File: config.mk
export PLATFORM = sky130hd
export DESIGN_NAME = keypad_scan
export DESIGN_NICKNAME = d
export VERILOG_FILES = /design/src/rtl/keypad_pkg.sv /design/src/rtl/keypad_tick.sv /design/src/rtl/keypad_scan.sv
export SDC_FILE = /design/constraint.sdc
export NUM_CORES = 1
export LEC_CHECK = 0
export CAP_MARGIN = 20
export CORE_MARGIN = 2
export CORE_UTILIZATION = 30
export DETAILED_ROUTE_END_ITERATION = 8
export PLACE_DENSITY = 0.49
export SLEW_MARGIN = 40
export SYNTH_ARGS = -nofsm -noshare
export SYNTH_HDL_FRONTEND = slang
export SYNTH_SLANG_ARGS = --single-unit
File: constraint.sdc
create_clock -name clk -period 4.6 [get_ports clk]
set_input_delay 0.46 -clock clk [delete_from_list [all_inputs] [get_ports clk]]
set_output_delay 0.46 -clock clk [all_outputs]
set_load 0.005 [all_outputs]
File: src/rtl/keypad_pkg.sv
// Shared state encoding, special key codes and the row/column key map
// for the 4x4 keypad scanner.
package keypad_pkg;

    typedef enum logic [1:0] {
        SCAN     = 2'd0,
        DEBOUNCE = 2'd1,
        HELD     = 2'd2,
        RELEASE  = 2'd3
    } kp_state_e;

    localparam logic [3:0] KEY_STAR = 4'hE;
    localparam logic [3:0] KEY_HASH = 4'hF;

    // Physical layout: row r, column c -> hex code printed on the key.
    function automatic logic [3:0] key_map(input logic [1:0] row, input logic [1:0] col);
        logic [3:0] code;
        code = 4'h0;
        case ({row, col})
            4'h0: code = 4'h1;
            4'h1: code = 4'h2;
            4'h2: code = 4'h3;
            4'h3: code = 4'hA;
            4'h4: code = 4'h4;
            4'h5: code = 4'h5;
            4'h6: code = 4'h6;
            4'h7: code = 4'hB;
            4'h8: code = 4'h7;
            4'h9: code = 4'h8;
            4'hA: code = 4'h9;
            4'hB: code = 4'hC;
            4'hC: code = KEY_STAR;
            4'hD: code = 4'h0;
            4'hE: code = KEY_HASH;
            4'hF: code = 4'hD;
            default: code = 4'h0;
        endcase
        return code;
    endfunction

    // Rows are active-low; the lowest-indexed low row wins.
    function automatic logic [1:0] lowest_low(input logic [3:0] rows_n);
        logic [1:0] idx;
        if (!rows_n[0])      idx = 2'd0;
        else if (!rows_n[1]) idx = 2'd1;
        else if (!rows_n[2]) idx = 2'd2;
        else                 idx = 2'd3;
        return idx;
    endfunction

endpackage

File: src/rtl/keypad_tick.sv
// Free-running scan-tick divider: one-clock pulse every 2^SCAN_EXP clocks.
module keypad_tick #(
    parameter int SCAN_EXP = 17
) (
    input  logic clk,
    input  logic reset,
    output logic tick
);
    logic [SCAN_EXP-1:0] cnt_q;

    always_ff @(posedge clk or negedge reset) begin
        if (!reset) cnt_q <= '0;
        else        cnt_q <= cnt_q + SCAN_EXP'(1);
    end

    assign tick = &cnt_q;

endmodule

File: src/rtl/keypad_scan.sv
// 4x4 matrix keypad scanner: column drive, row sync, press/release debounce,
// hex key code with valid strobe and a two-digit BCD entry register.
module keypad_scan
    import keypad_pkg::*;
#(
    parameter int SCAN_EXP = 17,
    parameter int DEB_CNT  = 4
) (
    input  logic       clk,
    input  logic       reset,
    input  logic [3:0] row_in,
    output logic [3:0] col_out,
    output logic [3:0] key_code,
    output logic       key_valid,
    output logic       key_held,
    output logic [7:0] entry_bcd
);
    localparam logic [4:0] DEB = 5'(DEB_CNT);

    logic [3:0] sync_q, rs_q;
    logic       tick;
    kp_state_e  state_q, state_d;
    logic [1:0] ci_q, ci_d;
    logic [1:0] ri_q, ri_d;
    logic [3:0] cnt_q, cnt_d;
    logic [3:0] code_q, code_d;
    logic       valid_q, valid_d;
    logic [7:0] entry_q, entry_d;
    logic [4:0] cnt_inc;
    logic       at_deb;
    logic       row_low;
    logic       accept;

    keypad_tick #(.SCAN_EXP(SCAN_EXP)) u_tick (
        .clk  (clk),
        .reset(reset),
        .tick (tick)
    );

    // Rows idle high, so the synchronizer resets to all-ones.
    always_ff @(posedge clk or negedge reset) begin
        if (!reset) begin
            sync_q <= 4'hF;
            rs_q   <= 4'hF;
        end else begin
            sync_q <= row_in;
            rs_q   <= sync_q;
        end
    end

    assign cnt_inc = {1'b0, cnt_q} + 5'd1;
    assign at_deb  = (cnt_inc >= DEB);
    assign row_low = ~rs_q[ri_q];

    always_comb begin
        state_d = state_q;
        ci_d    = ci_q;
        ri_d    = ri_q;
        cnt_d   = cnt_q;
        code_d  = code_q;
        entry_d = entry_q;
        valid_d = 1'b0;
        accept  = 1'b0;

        if (tick) begin
            case (state_q)
                SCAN: begin
                    if (rs_q != 4'hF) begin
                        ri_d  = lowest_low(rs_q);
                        cnt_d = 4'd1;
                        if (DEB_CNT <= 1) accept  = 1'b1;
                        else              state_d = DEBOUNCE;
                    end else begin
                        ci_d = ci_q + 2'd1;
                    end
                end
                DEBOUNCE: begin
                    if (row_low) begin
                        cnt_d = cnt_inc[3:0];
                        if (at_deb) accept = 1'b1;
                    end else begin
                        state_d = SCAN;
                        ci_d    = ci_q + 2'd1;
                    end
                end
                HELD: begin
                    if (!row_low) begin
                        if (DEB_CNT <= 1) begin
                            state_d = SCAN;
                            ci_d    = ci_q + 2'd1;
                            cnt_d   = 4'd0;
                        end else begin
                            state_d = RELEASE;
                            cnt_d   = 4'd1;
                        end
                    end
                end
                RELEASE: begin
                    if (!row_low) begin
                        if (at_deb) begin
                            state_d = SCAN;
                            ci_d    = ci_q + 2'd1;
                            cnt_d   = 4'd0;
                        end else begin
                            cnt_d = cnt_inc[3:0];
                        end
                    end else begin
                        // Bounce back to pressed: no second strobe for the same key.
                        state_d = HELD;
                        cnt_d   = 4'd0;
                    end
                end
                default: state_d = SCAN;
            endcase
        end

        if (accept) begin
            state_d = HELD;
            valid_d = 1'b1;
            code_d  = key_map(ri_d, ci_q);
            if (code_d <= 4'd9)          entry_d = {entry_q[3:0], code_d};
            else if (code_d == KEY_STAR) entry_d = 8'h00;
        end
    end

    always_ff @(posedge clk or negedge reset) begin
        if (!reset) begin
            state_q <= SCAN;
            ci_q    <= 2'd0;
            ri_q    <= 2'd0;
            cnt_q   <= 4'd0;
            code_q  <= 4'd0;
            valid_q <= 1'b0;
            entry_q <= 8'h00;
        end else begin
            state_q <= state_d;
            ci_q    <= ci_d;
            ri_q    <= ri_d;
            cnt_q   <= cnt_d;
            code_q  <= code_d;
            valid_q <= valid_d;
            entry_q <= entry_d;
        end
    end

    assign col_out   = ~(4'b0001 << ci_q);
    assign key_code  = code_q;
    assign key_valid = valid_q;
    assign key_held  = (state_q == HELD) || (state_q == RELEASE);
    assign entry_bcd = entry_q;

endmodule

==> flow_summary.toml <==
[outcome]
outcome = "completed"

[clock_network]
htreeDepth = 2
cts-resized-gates = 0
tritoncts = "built"
ctsHoldBuffers = 0
clock_sinks = 48
cts-root-buf = "clkbuf_8"
post_cts_buffers = 0
numCtsBuffers = 5
clk_pin_slew_ns = 0.09
clkLatencyLatePin_ns = 0.30
clock_path_buffers = 2

[critical_path]
worstSetupPathType = "reg2reg"
path_max_fanout = 8
crit_arrival_ns = 3.76
worstPathRequired_ns = 4.79
regToRegSetupSlack_ns = 1.04
start_kind = "register"
worstRegToRegCells = 14
worstSetupEndpointType = "register"

[finish]
drive_gt1_share_pct = 13.8
final_net_count = 253
final_common_cell = "dfrtp_1"
antenna-diode-count = 0
syn2layout_area_growth_pct = 18.7
final_util_pct = 36.2
final_cell_mix = "dfrtp_1, clkdlybuf4s50_1, nand2_1"

[timing]
layout_setup_ws_ns = 1.04
skew_ns = 0.00872
rsz0062_at_grt = "no"
final_hold_viol_count = 0
finalCritPeriodShare_pct = 77.5
finalSetupViolCount = 0
fin_crit_ns = 3.56
slew_viol_final = 0
relSlewSlack_pct = 59.5
tightest_slew_ns = 0.608
tns_ns = 0
hold_ws_ns = 0.240
max_freq_mhz = 281

[synth]
synth_top_area_cell = "dfrtp_1"
syn-cell-area_um2 = 2320
synth_top_area_share_pct = 43.2
ys_warn_count = 0
synth_ff_type = "dfrtp_1"
avgSynthCellArea_um2 = 11.0
ys_types = 47
synth_cells = 211
synth-seq-cells = 48
seq_area_frac_synth_pct = 52.3
syn_nets = 226
synth_edf_count = 0
synthArstFlopShare_pct = 100
yosys-top-cells-area = "dfrtp_1, dfstp_2, ha_1"

[power]
p_total_w = 0.000703
p_leak_nw = 1.17
power_density_nw_per_um2 = 256
ir_drop_v = 0.000216

[floorplanning]
dieArea_um2 = 8440
start_util_pct = 30.5
boundaryPins = 24
fp.dieW_um = 91.9
rows = 32
die_h_um = 91.9
coreArea_um2 = 7610

[min_path]
hp-class = "in2async"

[grt]
antenna_found_initial = 0
grt_pass1_vias = 1578
grt.overflow.total = 0
grt_pass1_wl_um = 7690
grt_max_degree = 49
track_usage_pct = 11.3

[placed_design]
io_buffers = 23
routabilityCongestion = 0.871
post-place-ws_ns = 1.06
dp_hpwl_um = 3110

[route]
drc = 0
vias = 1580
drt_iter0_drc = 90
firstDrtPassIters = 4
routed_via_density = 4.63
route.antenna.remaining_nets = 0
finalWirelength_um = 4330
wl_per_cell_um = 12.7

[job]
max_cap_violations = 0
==> layer usage <==
metal | global-route usage (%) | share of wire, % | vias to the layer above
met1 | 16.1 | 51 | 758
li1 | - | - | 801
met3 | 2.05 | 2.4 | 6
met4 | 4.10 | 1.6 | 0
met5 | 0 | 0 | -
met2 | 17.1 | 45 | 15
==> cell usage after synthesis (all sizes together), types with 2 or more instances <==
cell / instances
o21ai: 9
clkbuf: 4
nor2: 14
a21o: 3
nor3: 4
or3: 3
xnor2: 11
nand4: 3
xor2: 4
mux2i: 2
ha: 9
dfstp: 8
mux2: 3
inv: 9
a21oi: 9
a22o: 6
nand2b: 3
and4: 2
and2: 2
o2bb2ai: 2
dfrtp: 40
o21a: 2
nand3: 14
a31oi: 4
and3: 3
a211oi: 3
nand2: 21
==> power breakdown <==
part	leakage (nW)	total (W)	internal, W	switching (W)
Combinational	0.498	0.0000192	0.00000670	0.0000125
Clock	0.0414	0.000254	0.000108	0.000145
Sequential	0.629	0.000431	0.000428	0.00000249
Total	1.17	0.000703	0.000543	0.000160
==> through the flow <==
step	cells	area [um^2]
floorplan	211	2320
global placement	333	2660
detailed placement	333	2660
CTS	341	2750
global route	341	2750
finish	341	2750
==> worst paths after layout <==
| kind | from | end |
|---|---|---|
| worst max-delay path | u_tick.cnt_q[6] | entry_bcd[5] |
| worst min-delay path | reset | entry_bcd[7] |
| worst max register to register | u_tick.cnt_q[6] | entry_bcd[5] |
| worst min register to register | sync_q[3] | rs_q[3] |
| max in group asynchronous | reset | ci_q[0] |
| min in group clk | sync_q[3] | rs_q[3] |
==> kinds of logic after synthesis <==
| logic type | Yosys count | share of synthesized area [%] |
|---|---|---|
| simple gates | 74 | 16.5 |
| buf+inv | 14 | 2.27 |
| compound gates | 45 | 15.0 |
| xor+xnor | 15 | 5.67 |
| flops | 48 | 52.3 |
| mux | 6 | 3.46 |
| fa+ha+maj | 9 | 4.86 |
==> flip-flops by register name, summed over array words and instances (netlist names) <==
signal,count
state_q,2
ci_q,2
cnt_q,4
sync_q,4
key_code,4
rs_q,4
entry_bcd,8
u_tick.cnt_q,17
key_valid,1
ri_q,2
==> critical path, cell delays in order, from the launching register on <==
cell	delay, ns
dfrtp_1	0.41
and3_1	0.19
and3_1	0.20
nand2_1	0.06
nor2_1	0.19
nand2_1	0.08
nor2_1	0.09
ha_1	0.25
nor3b_2	0.49
mux2_4	0.38
and4_2	0.22
a211oi_2	0.34
a21o_1	0.25
o21ai_4	0.11
a22o_1	0.19
==> final cells by class <==
class / instances / area [um^2]
fill: 777 / 4860
clock inverter: 2 / 16.3
multi-input combinational: 149 / 1050
timing repair buffer: 24 / 233
sequential: 48 / 1210
tap: 102 / 128
inverter: 10 / 37.5
clock buffer: 6 / 72.6
No activity file was read; power rests on OpenSTA's default activity.
